[src/rtl/mem_arbiter.sv]
// Single-port memory arbiter for the WISC-S15 core: shares the unified memory between
// instruction fetch and the memory stage, one MEM_LAT-cycle access at a time.
module mem_arbiter #(
  parameter int MEM_LAT      = 4,
  parameter int MAX_D_STREAK = 2
) (
  input  logic        clk,
  input  logic        rst,
  input  logic        if_req,
  input  logic [15:0] if_addr,
  output logic [15:0] if_rdata,
  output logic        if_ready,
  input  logic        d_req,
  input  logic        d_we,
  input  logic [15:0] d_addr,
  input  logic [15:0] d_wdata,
  output logic [15:0] d_rdata,
  output logic        d_ready,
  output logic        stall_if,
  output logic        stall_mem,
  output logic        mem_en,
  output logic        mem_we,
  output logic [15:0] mem_addr,
  output logic [15:0] mem_wdata,
  input  logic [15:0] mem_rdata
);

  typedef enum logic [1:0] {IDLE = 2'd0, BUSY = 2'd1, RESP = 2'd2} state_t;

  typedef struct packed {
    logic        we;
    logic [15:0] addr;
    logic [15:0] wdata;
  } acc_t;

  localparam logic [3:0] CNT_INIT   = 4'(MEM_LAT - 1);
  localparam logic [2:0] STREAK_MAX = 3'(MAX_D_STREAK);

  state_t      state, state_nxt;
  acc_t        acc, acc_nxt;
  logic        owner;
  logic [3:0]  cnt;
  logic [2:0]  streak, streak_nxt;
  logic        grant, grant_d, last;

  assign last      = (cnt == 4'd0);
  assign mem_addr  = acc.addr;
  assign mem_wdata = acc.wdata;
  assign stall_if  = if_req & ~if_ready;
  assign stall_mem = d_req & ~d_ready;

  always_comb begin
    state_nxt  = state;
    grant      = 1'b0;
    grant_d    = 1'b0;
    mem_en     = 1'b0;
    mem_we     = 1'b0;
    case (state)
      IDLE: begin
        if (if_req | d_req) begin
          grant     = 1'b1;
          // data wins ties until it has starved fetch for MAX_D_STREAK grants
          grant_d   = d_req & (~if_req | (streak != STREAK_MAX));
          state_nxt = BUSY;
        end
      end
      BUSY: begin
        mem_en = 1'b1;
        mem_we = acc.we & last;
        if (last) state_nxt = RESP;
      end
      RESP:    state_nxt = IDLE;
      default: state_nxt = IDLE;
    endcase

    acc_nxt = grant_d ? '{we: d_we, addr: d_addr, wdata: d_wdata}
                      : '{we: 1'b0, addr: if_addr, wdata: d_wdata};

    if (grant_d && if_req) streak_nxt = (streak == 3'd7) ? streak : streak + 3'd1;
    else                   streak_nxt = 3'd0;
  end

  always_ff @(posedge clk) begin
    if (rst) begin
      state    <= IDLE;
      acc      <= '0;
      owner    <= 1'b0;
      cnt      <= 4'd0;
      streak   <= 3'd0;
      if_rdata <= 16'h0;
      d_rdata  <= 16'h0;
      if_ready <= 1'b0;
      d_ready  <= 1'b0;
    end else begin
      state    <= state_nxt;
      if_ready <= 1'b0;
      d_ready  <= 1'b0;
      if (grant) begin
        owner  <= grant_d;
        acc    <= acc_nxt;
        cnt    <= CNT_INIT;
        streak <= streak_nxt;
      end else if (state == BUSY) begin
        if (!last) begin
          cnt <= cnt - 4'd1;
        end else if (owner) begin
          d_ready <= 1'b1;
          if (!acc.we) d_rdata <= mem_rdata;
        end else begin
          if_ready <= 1'b1;
          if_rdata <= mem_rdata;
        end
      end
    end
  end

endmodule

[config.mk]
export PLATFORM = sky130hd
export DESIGN_NAME = mem_arbiter
export DESIGN_NICKNAME = d
export VERILOG_FILES = /design/src/rtl/mem_arbiter.sv
export SDC_FILE = /design/constraint.sdc
export NUM_CORES = 1
export LEC_CHECK = 0
export ABC_AREA = 1
export CORE_ASPECT_RATIO = 0.75
export CORE_MARGIN = 3
export CORE_UTILIZATION = 43
export DETAILED_ROUTE_END_ITERATION = 6
export PLACE_DENSITY = 0.88
export SYNTH_ARGS = -nofsm -noshare
export SYNTH_HDL_FRONTEND = slang
export SYNTH_SLANG_ARGS = --single-unit
export TNS_END_PERCENT = 50
[constraint.sdc]
create_clock -name clk -period 1.91 [get_ports clk]
set_clock_uncertainty 0.15 [all_clocks]
set_input_delay 0.382 -clock clk [delete_from_list [all_inputs] [get_ports clk]]
set_output_delay 0.382 -clock clk [all_outputs]
set_load 0.1 [all_outputs]
Word level (Yosys, flattened, before mapping)
Cells that the tools add are included.
Widths: inputs -> output; s select.
{"block": "classes", "addsub": 2, "n_eq_ne": 7, "mux": 17, "bitwise_logic": 14, "n_reduce_logical": 12}
{"operator": "$mux 33", "count": 1}
{"operator": "$mux 2", "count": 5}
{"operator": "$mux 1", "count": 8}
{"operator": "$ne 2x2->1 const B", "count": 4}
{"operator": "$not 1->1", "count": 8}
{"operator": "$reduce_and 2->1", "count": 4}
{"operator": "$mux 3", "count": 2}
{"operator": "$reduce_and 5->1", "count": 1}
{"operator": "$and 1x1->1", "count": 4}
{"operator": "$logic_not 4->1", "count": 1}
{"operator": "$pmux 2 s2", "count": 1}
{"operator": "$reduce_and 4->1", "count": 1}
{"operator": "$reduce_or 4->1", "count": 1}
{"operator": "$sub 4x1->4 const B", "count": 1}
{"operator": "$add 3x1->3 const B", "count": 1}
{"operator": "$eq 3x3->1 const B", "count": 1}
{"operator": "$ne 3x2->1 const B", "count": 1}
{"operator": "$eq 2x1->1 const B", "count": 1}
{"operator": "$logic_not 2->1", "count": 1}
{"operator": "$or 1x1->1", "count": 2}
{"operator": "$reduce_bool 2->1", "count": 1}
{"operator": "$reduce_or 2->1", "count": 1}
{"operator": "$logic_and 1x1->1", "count": 1}
{"block": "totals", "reg_bits": 77, "inputBits": 69, "output_inout_bits": 70, "word_cells": 64}

Depth between registers and ports, before layout
Gate-level depths: netlist (run 1).
{"block": "depth", "word_depth": 8, "mapped_depth": 10, "depth_no_buf": 9}

Worst setup path after synthesis (run 1)
No wires, ideal clock.
{"block": "synth_timing", "path_type": "flip-flop to output port", "start": "reg state[0]", "end": "out mem_we", "t_arrival_ns": 2.748, "slack_ns": -1.370, "stages_incl_launch_ff": 8, "cell_sequence": "dfxtp_1 > inv_2 > nor2_4 > inv_2 > nor2_8 > buf_2 > inv_1 > nor2_1"}
{"block": "synth_between", "elab_chain_cells": 2}
{"element": "start: declaration", "line": "39", "rtl": "state_t state, state_nxt;"}
{"element": "start signal: assignment", "line": "95", "rtl": "state <= state_nxt;"}
{"element": "$eq 2x1->1", "line": "58", "rtl": "case (state)"}
{"element": "$mux 1", "line": "58"}
{"element": "end: declaration", "line": "22", "rtl": "output logic mem_we,"}
No other way between the ends.

Worst setup path after layout (run 1)
{"block": "layout_timing", "start": "reg cnt[1]", "end": "out mem_we"}
{"block": "layout_between", "elab_chain_cells": 3}
{"element": "start: declaration", "line": "42", "rtl": "logic [3:0] cnt;"}
{"element": "start signal: assignment", "line": "105", "rtl": "cnt <= cnt - 4'd1;"}
{"element": "$logic_not 4->1", "line": "46", "rtl": "assign last = (cnt == 4'd0);"}
{"element": "$and 1x1->1", "line": "69", "rtl": "mem_we = acc.we & last;"}
{"element": "$mux 1", "line": "58"}
No other way between the ends.

==> metrics.cfg, run 1 <==
[outcome]
status = finished with violations
violations = setup timing

[synth]
ys_seq_area_share_pct = 45.1
syn_area_um2 = 3420
yosysUniqueCellTypes = 26
synth.top_cell.area_share_pct = 45.1
syn_inst = 456
synth.avg_cell_area_um2 = 7.49
synth-edff-count = 0
synthFlopType = dfxtp_1
yosysTopAreaCell = dfxtp_1
synth_nets = 529
synth.top_cells.by_count = 97 x nand2_1, 77 x dfxtp_1, 54 x nand3_1, 43 x nor2_1, 40 x a21oi_1
ys_ff_latch = 77
synth_area_leaders = dfxtp_1 45%, nand2_1 11%, nand3_1 7.9%, buf_4 7.3%, a21oi_1 5.9%
async_flop_share_pct = 0
post-synth-top-count-cell = nand2_1
ys_warn_count = 0

[detailed_routing]
drt_wl_total_mm = 10.7
avgViaCountPerCell = 5.08
drt-initial-drc-count = 232
routedWlPerCell_um = 15.8
dr.pass1.iters = 6
route.vias.total = 3429
ant_nets = 0
drc = 0

[clocking]
cts.sinks = 77
cts_buffers = 9
ctsLongestPathBuffers = 2
clk_latency_ns = 0.35
cts_root_buf = clkbuf_8
htreeDepth = 3
cts_tree = done
clkSlewWorstSetupHoldPaths_ns = 0.07

[layout]
syn_to_final_growth_pct = 67.4
post-route-util_pct = 75.9
drive_gt1_share_pct = 22.1
final_cells = 675
nNetsFinal = 643
n_antenna_cell = 0

[place]
numPlacedInstances = 657
port_buffers = 138
hpwl_mm = 8.20
gp_congestion = 0.861

[critical_path]
start_kind = flip-flop
path_cells = inv_2, ha_4, nand3_4, nor2_8, inv_4, nor2_4, buf_12
cp.required_ns = 1.38
max_stage_delay_ns = 0.31
end_kind = primary output
crit_buf_inv = 3
cp_max_fo = 3
critical_path_class = flip-flop to primary output
critPathSlowestCell = dfxtp_1
critPathTopFamily = buffers and inverters
crit_arrival_ns = 1.44

[global_routing]
use_met3_pct = 6.06
grt_first_pass_wirelength_mm = 17.1
globalRouteMet2Util_pct = 41.9
antenna_found_initial = 0
busiest_layer = met2
met1_usage_pct = 28.7
first_global_vias = 3408
grt_usage_pct = 24.0
overflow = 0
grt_max_degree = 33

[floorplanning]
fp.dieH_um = 83.2
coreArea_um2 = 7530
die_area_um2 = 9060
rows = 27
initial_core_util_pct = 45.3
boundaryPins = 139
die_w_um = 109

[timing]
finalCritPeriodShare_pct = 103
min_period_ns = 1.97
tightest_slew_ns = 0.308
slew_viol_final = 0
fmax_mhz = 507
relSlewSlack_pct = 79.4
worst_slack_ns = -0.0619
hold_violations = 0
rsz0062_at_grt = yes
finalSetupViolCount = 1

[pwr]
p_comb_share_pct = 41.0
vdd_drop_max_mv = 0.761
swShare_pct = 39.1
switching_power_mw = 2.12
leakage_nw = 2.39
intPower_mw = 3.30
seqPwrFrac_pct = 35.1
pwr-share-clk_pct = 23.9
power_density_nw_per_um2 = 948

[worst_hold_path]
hold_path_class = flip-flop to flip-flop

[job]
maxCapViolCount = 0

==> routing by layer <==
layer  routed length, um  up-vias
met5                   0        -
met4                 194        0
met3                 749       15
met2                5520      147
met1                4200     1602
li1                    -     1665
==> logic make-up after synthesis <==
| logic type | after synthesis | synth area share [%] |
|---|---|---|
| buf+inv | 92 | 15.1 |
| compound gates | 75 | 11.1 |
| flops | 77 | 45.1 |
| xor+xnor | 1 | 0.256 |
| simple gates | 207 | 27.0 |
| fa+ha+maj | 4 | 1.47 |
==> layout make-up <==
| type | instances | area [um2] |
|---|---|---|
| Timing Repair Buffer | 161 | 2290 |
| Inverter | 34 | 130 |
| Tap cell | 101 | 126 |
| Sequential cell | 77 | 1540 |
| Clock buffer | 11 | 131 |
| Multi-Input combinational cell | 287 | 1420 |
| Clock inverter | 4 | 73.8 |
| Fill cell | 492 | 1820 |
==> metrics by stage <==
stage               power, mW  hold slack (ns)  TNS, ns  instance area (um2)  setup slack (ns)
floorplan                3.33            0.293   -0.748                 3450            -0.498
global placement         4.05            0.304    -1.47                 5460           -0.0571
detailed placement       4.11            0.328    -4.74                 5460            -0.194
CTS                      5.44            0.337  -0.0651                 5710           -0.0651
global route             5.62            0.375   -0.138                 5720            -0.138
finish                   5.42            0.338  -0.0619                 5720           -0.0619
==> cells in the final DEF, fill, tap and decap left out, drive strengths merged, types with 11 or more instances in the layout <==
master,count
a21oi,40
buf,93
clkbuf,11
clkdlybuf4s50,66
dfxtp,77
inv,33
nand2,99
nand3,55
nor2,47
o21ai,33
==> timing repair <==
item / 4_1_cts / 5_1_grt
hold buffers: 0 / 0
hold endpoints to repair: 0 / 0
pin swaps: 4 / 0
setup buffers: 3 / 0
gates resized for setup: 6 / 3
endpoints found under the setup margin: 2 / 19
==> state kept, by name, summed over array words and instances, names as in the netlist <==
name,flops
owner,1
mem_wdata,16
streak,3
acc,1
if_rdata,16
mem_addr,16
state,2
d_rdata,16
if_ready,1
cnt,4
d_ready,1
==> worst register-to-register path, delay by kind of cell (launching register included) <==
kind | cells | cell delay (ns)
buffers and inverters | 1 | 0.18
AO/OA/AOI/OAI | 3 | 0.49
AND/OR/NAND/NOR | 2 | 0.46
flip-flops | 1 | 0.36
==> worst paths after layout <==
kind / from / cells past startpoint / slack, ns / to
max: cnt[1] / 7 / -0.06 / mem_we
min: cnt[3] / 2 / 0.34 / cnt[3]
min reg2reg: cnt[3] / 2 / 0.34 / cnt[3]
max reg2reg: state[1] / 6 / 0.20 / mem_addr[12]
==> power groups by stage <==
stage          clock, mW  sequential [mW]  combinational, mW
5_1_grt             1.39             1.92               2.31
2_1_floorplan          0             2.08               1.25
6_report            1.30             1.90               2.22
3_3_place_gp           0             1.92               2.13
4_1_cts             1.32             1.90               2.21
3_5_place_dp           0             1.93               2.17
Note: power is estimated with default switching activity, not from simulation.
==> run 2: changes to the inputs <==
Settings changed: CORE_MARGIN 3 to 4, CORE_UTILIZATION 43 to 30, PLACE_DENSITY 0.88 to 0.67.
==> metrics.cfg, run 2 (synthesis results as in run 1) <==
[outcome]
status = finished with violations
violations = setup timing

[floorplanning]
coreArea_um2 = 11000  ; +46%
initial_core_util_pct = 31.0  ; -14 points
fp.dieH_um = 100  ; +21%
boundaryPins = 139  ; unchanged
die_area_um2 = 13200  ; +45%
die_w_um = 131  ; +20%
rows = 33  ; +22%

[clocking]
htreeDepth = 3  ; unchanged
cts_buffers = 9  ; unchanged
ctsHoldBuffers = 0  ; unchanged
ctsLongestPathBuffers = 2  ; unchanged
cts_tree = done
clk_latency_ns = 0.33  ; -0.02 ns
cts_root_buf = clkbuf_16
cts.sinks = 77  ; unchanged
clkSlewWorstSetupHoldPaths_ns = 0.05  ; -0.02 ns

[detailed_routing]
avgViaCountPerCell = 4.62  ; -9.0%
dr.pass1.iters = 5  ; -1
drc = 0  ; unchanged
routedWlPerCell_um = 14.6  ; -7.4%
ant_nets = 0  ; unchanged
drt_wl_total_mm = 10.5  ; -1.5%
route.vias.total = 3320  ; -3.2%
drt-initial-drc-count = 211  ; -9.1%

[timing]
tns_ns = -0.0593  ; +0.00256 ns
worst_slack_ns = -0.0593  ; +0.00256 ns
rsz0062_at_grt = yes
finalCritPeriodShare_pct = 103  ; -0.13 points
finalSetupViolCount = 1  ; unchanged
hold_violations = 0  ; unchanged
slew_viol_final = 0  ; unchanged
tightest_slew_ns = 0.287  ; -0.0215 ns
min_period_ns = 1.97  ; -0.00256 ns
fmax_mhz = 508  ; +0.13%
hold_slack_ns = 0.316  ; -0.0224 ns
relSlewSlack_pct = 80.9  ; +1.5 points

[critical_path]
end_kind = primary output
start_kind = flip-flop
cp_max_fo = 3  ; unchanged
critical_path_class = flip-flop to primary output
cp.required_ns = 1.38  ; about the same
crit_arrival_ns = 1.44  ; about the same

[place]
port_buffers = 138  ; unchanged
post_dp_cell_area_um2 = 5540  ; +1.4%
hpwl_mm = 8.32  ; +1.4%
gp_congestion = 0.841  ; -2.3%
pre_cts_slack_ns = -0.298  ; -0.104 ns

[global_routing]
grt_max_degree = 33  ; unchanged
grt_first_pass_wirelength_mm = 17.1  ; -0.12%
grt_usage_pct = 16.1  ; -7.9 points
overflow = 0  ; unchanged
antenna_found_initial = 0  ; unchanged
first_global_vias = 3381  ; -0.79%

[pwr]
power_density_nw_per_um2 = 968  ; +2.1%
p_comb_share_pct = 39.3  ; -1.7 points
vdd_drop_max_mv = 0.473  ; -38%
seqPwrFrac_pct = 33.6  ; -1.5 points
switching_power_mw = 2.13  ; +0.47%
intPower_mw = 3.53  ; +7.1%
leakage_nw = 2.43  ; +1.5%
swShare_pct = 37.6  ; -1.5 points
pwr-share-clk_pct = 27.1  ; +3.2 points

[layout]
fin_area_um2 = 5850  ; +2.4%
drive_gt1_share_pct = 22.3  ; +0.19 points
nNetsFinal = 646  ; +0.47%
final_common_cell = nand2_1
syn_to_final_growth_pct = 71.4
fillers = 979  ; +99%
multiInputGateArea_um2 = 1420  ; unchanged
post-route-util_pct = 53.1  ; -23 points
layout_common_cells = 97 x nand2_1, 75 x dfxtp_1, 73 x buf_12
regArea_um2 = 1540  ; unchanged
n_antenna_cell = 0  ; unchanged

[job]
maxCapViolCount = 0  ; unchanged

[worst_hold_path]
hold_path_class = flip-flop to flip-flop

[run 2: final timing paths]
kind                             start         end  slack [ns]  depth (start not counted)
worst min-delay path            cnt[3]      cnt[3]        0.32                          2
worst max register to register  cnt[0]  d_rdata[3]        0.22                         11
worst max-delay path            cnt[0]      mem_we       -0.06                          7
worst min register to register  cnt[3]      cnt[3]        0.32                          2
[run 2: routing by layer]
metal | track usage, % | wire, um | up-vias
li1 | - | - | 1673
met1 | 19.4 | 4530 | 1529
met2 | 27.6 | 5130 | 104
met3 | 5.31 | 678 | 14
met4 | 5.17 | 174 | 0
met5 | 0 | 0 | -
[run 2: power groups by stage]
stage	sequential [mW]	clock, mW	combinational (mW)
floorplan	2.08	0	1.25
global placement	1.92	0	2.16
detailed placement	1.93	0	2.20
CTS	1.90	1.58	2.23
global route	1.92	1.64	2.34
finish	1.90	1.54	2.23
[run 2: worst max-delay path, stage by stage, from the launching register on]
cell and delay [ns]:
dfxtp_2 0.32, inv_2 0.08, ha_4 0.16, nand3_4 0.11, nor2_8 0.11, inv_4 0.05
nor2_4 0.09, buf_12 0.18
[run 2: timing repair]
item | 4_1_cts | 5_1_grt
resized for setup | 7 | 3
setup endpoints to repair | 3 | 11
pin swaps | 3 | 1
hold endpoints to repair | 0 | 0
setup buffers | 1 | 1
[run 2: area by class of cell]
cell class              count  area share [%]
repair buffers            164            39.5
flip-flops and latches     77            26.4
multi-input cells         287            24.2
clock buffers              15            4.57
well taps                 140            2.99
inverters                  34            2.22
clock inverters             1          0.0855
[run 2: per-stage QoR]
stage / instances / power, mW
2_1_floorplan: 456 / 3.33
3_3_place_gp: 700 / 4.09
3_5_place_dp: 700 / 4.13
4_1_cts: 717 / 5.71
5_1_grt: 718 / 5.90
6_report: 718 / 5.66
==> run 3: changes to the inputs <==
Settings changed: CORE_MARGIN 4 to 1.5.
==> metrics.cfg, run 3 (synthesis results as in run 1) <==
[global_routing]
grt_usage_pct = 16.9  ; +0.75 points
grt_max_degree = 33  ; unchanged
overflow = 0  ; unchanged
antenna_found_initial = 0  ; unchanged
grt_first_pass_wirelength_mm = 15.8  ; -7.5%
first_global_vias = 3244  ; -4.1%

[timing]
fmax_mhz = 517  ; +1.7%
hold_slack_ns = 0.323  ; +0.00765 ns
finalCritPeriodShare_pct = 101  ; -1.8 points
tightest_slew_ns = 0.316  ; +0.0291 ns
worst_slack_ns = -0.0259  ; +0.0334 ns
hold_violations = 0  ; unchanged
rsz0062_at_grt = yes
relSlewSlack_pct = 78.9  ; -2.0 points
finalSetupViolCount = 1  ; unchanged
min_period_ns = 1.94  ; -0.0334 ns
tns_ns = -0.0259  ; +0.0334 ns
slew_viol_final = 0  ; unchanged

[layout]
nNetsFinal = 644  ; -0.31%
n_antenna_cell = 0  ; unchanged
fin_area_um2 = 5820  ; -0.49%
fillers = 995  ; +1.6%
final_common_cell = nand2_1
post-route-util_pct = 52.8  ; -0.26 points
drive_gt1_share_pct = 22.1  ; -0.23 points
syn_to_final_growth_pct = 70.5
final_cells = 715  ; -0.42%
layout_common_cells = 97 x nand2_1, 75 x dfxtp_1, 73 x buf_12

[outcome]
status = finished with violations
violations = setup timing

[pwr]
intPower_mw = 3.48  ; -1.5%
p_total_mw = 5.60  ; -1.1%
seqPwrFrac_pct = 33.9  ; +0.3 points
vdd_drop_max_mv = 0.581  ; +23%
pwr-share-clk_pct = 26.7  ; -0.4 points
switching_power_mw = 2.12  ; -0.43%
power_density_nw_per_um2 = 962  ; -0.58%
swShare_pct = 37.9  ; +0.24 points
leakage_nw = 2.42  ; -0.37%
p_comb_share_pct = 39.4  ; about the same

[detailed_routing]
routedWlPerCell_um = 14.1  ; -3.9%
route.vias.total = 3280  ; -1.2%
drc = 0  ; unchanged
drt-initial-drc-count = 197  ; -6.6%
avgViaCountPerCell = 4.59  ; -0.79%
dr.pass1.iters = 5  ; unchanged
ant_nets = 0  ; unchanged
drt_wl_total_mm = 10.1  ; -4.3%

[floorplanning]
die_area_um2 = 12000  ; -8.6%
fp.dieH_um = 95.4  ; -5.0%
initial_core_util_pct = 31.0  ; unchanged
coreArea_um2 = 11000  ; unchanged
rows = 33  ; unchanged
die_w_um = 126  ; -3.8%
boundaryPins = 139  ; unchanged

[critical_path]
rrSetupSlack_ns = 0.11  ; -0.11 ns
start_kind = flip-flop
crit_arrival_ns = 1.40  ; -0.04 ns
critical_path_class = flip-flop to primary output
end_kind = primary output
cp.required_ns = 1.38  ; about the same
cp_max_fo = 3  ; unchanged

[place]
post_dp_cell_area_um2 = 5520  ; -0.41%
numPlacedInstances = 697  ; -0.43%
hpwl_mm = 7.85  ; -5.6%
port_buffers = 138  ; unchanged
gp_congestion = 0.830  ; -1.3%
pre_cts_slack_ns = -0.215  ; +0.0832 ns

[clocking]
htreeDepth = 3  ; unchanged
cts_tree = done
ctsLongestPathBuffers = 2  ; unchanged
clkSlewWorstSetupHoldPaths_ns = 0.05  ; about the same
cts_buffers = 9  ; unchanged
clk_latency_ns = 0.32  ; about the same
cts_root_buf = clkbuf_16
cts.sinks = 77  ; unchanged

[job]
maxCapViolCount = 0  ; unchanged

[worst_hold_path]
hold_path_class = flip-flop to flip-flop

[run 3: changes by cell type in the layout (fill, tap and decap cells not counted)]
cell,before,now
clkbuf_8,2,1
nand2_2,0,1
dlymetal6s2s_1,0,1
clkbuf_1,4,3
dlygate4sd2_1,2,1
o21ai_1,8,7
nand2_4,2,1
clkinv_2,1,2
o21ai_0,24,25
buf_4,23,21
[run 3: repair_timing]
action,CTS,global route
hold buffers,0,0
setup endpoints to repair,2,4
setup buffers,2,1
gates resized for setup,6,2
pin swaps,3,1
[run 3: final cells by class]
cell class	count	area, um2	share of cell area (%)
Timing Repair Buffer	162	2300	39.5
Sequential cell	77	1540	26.5
Multi-Input combinational cell	287	1410	24.3
Clock buffer	13	250	4.30
Tap cell	140	175	3.01
Inverter	34	130	2.23
Clock inverter	2	10.0	0.172
[run 3: power groups by stage]
stage / clock network [mW] / logic [mW] / registers (mW)
2_1_floorplan: 0 / 1.25 / 2.08
3_3_place_gp: 0 / 2.15 / 1.92
3_5_place_dp: 0 / 2.18 / 1.93
4_1_cts: 1.55 / 2.21 / 1.90
5_1_grt: 1.62 / 2.31 / 1.92
6_report: 1.50 / 2.21 / 1.90
[run 3: final timing paths]
| kind | startpoint | end | cells past startpoint |
|---|---|---|---|
| setup / recovery | cnt[0] | mem_we | 7 |
| hold / removal | cnt[3] | cnt[3] | 2 |
| setup reg to reg | cnt[0] | if_rdata[14] | 9 |
| hold reg to reg | cnt[3] | cnt[3] | 2 |
[run 3: layer usage]
metal	global-route usage [%]	wire length (um)	vias to the layer above
li1	-	-	1662
met1	20.6	4390	1499
met2	28.1	4860	105
met3	4.99	603	14
met4	7.18	214	0
met5	0	0	-
[run 3: worst max-delay path, stage by stage, from the launching register on]
cell and delay (ns):
dfxtp_2 0.32, inv_2 0.07, ha_4 0.15, nand3_4 0.10, nor2_8 0.11, inv_4 0.05, nor2_4 0.09, buf_12 0.18
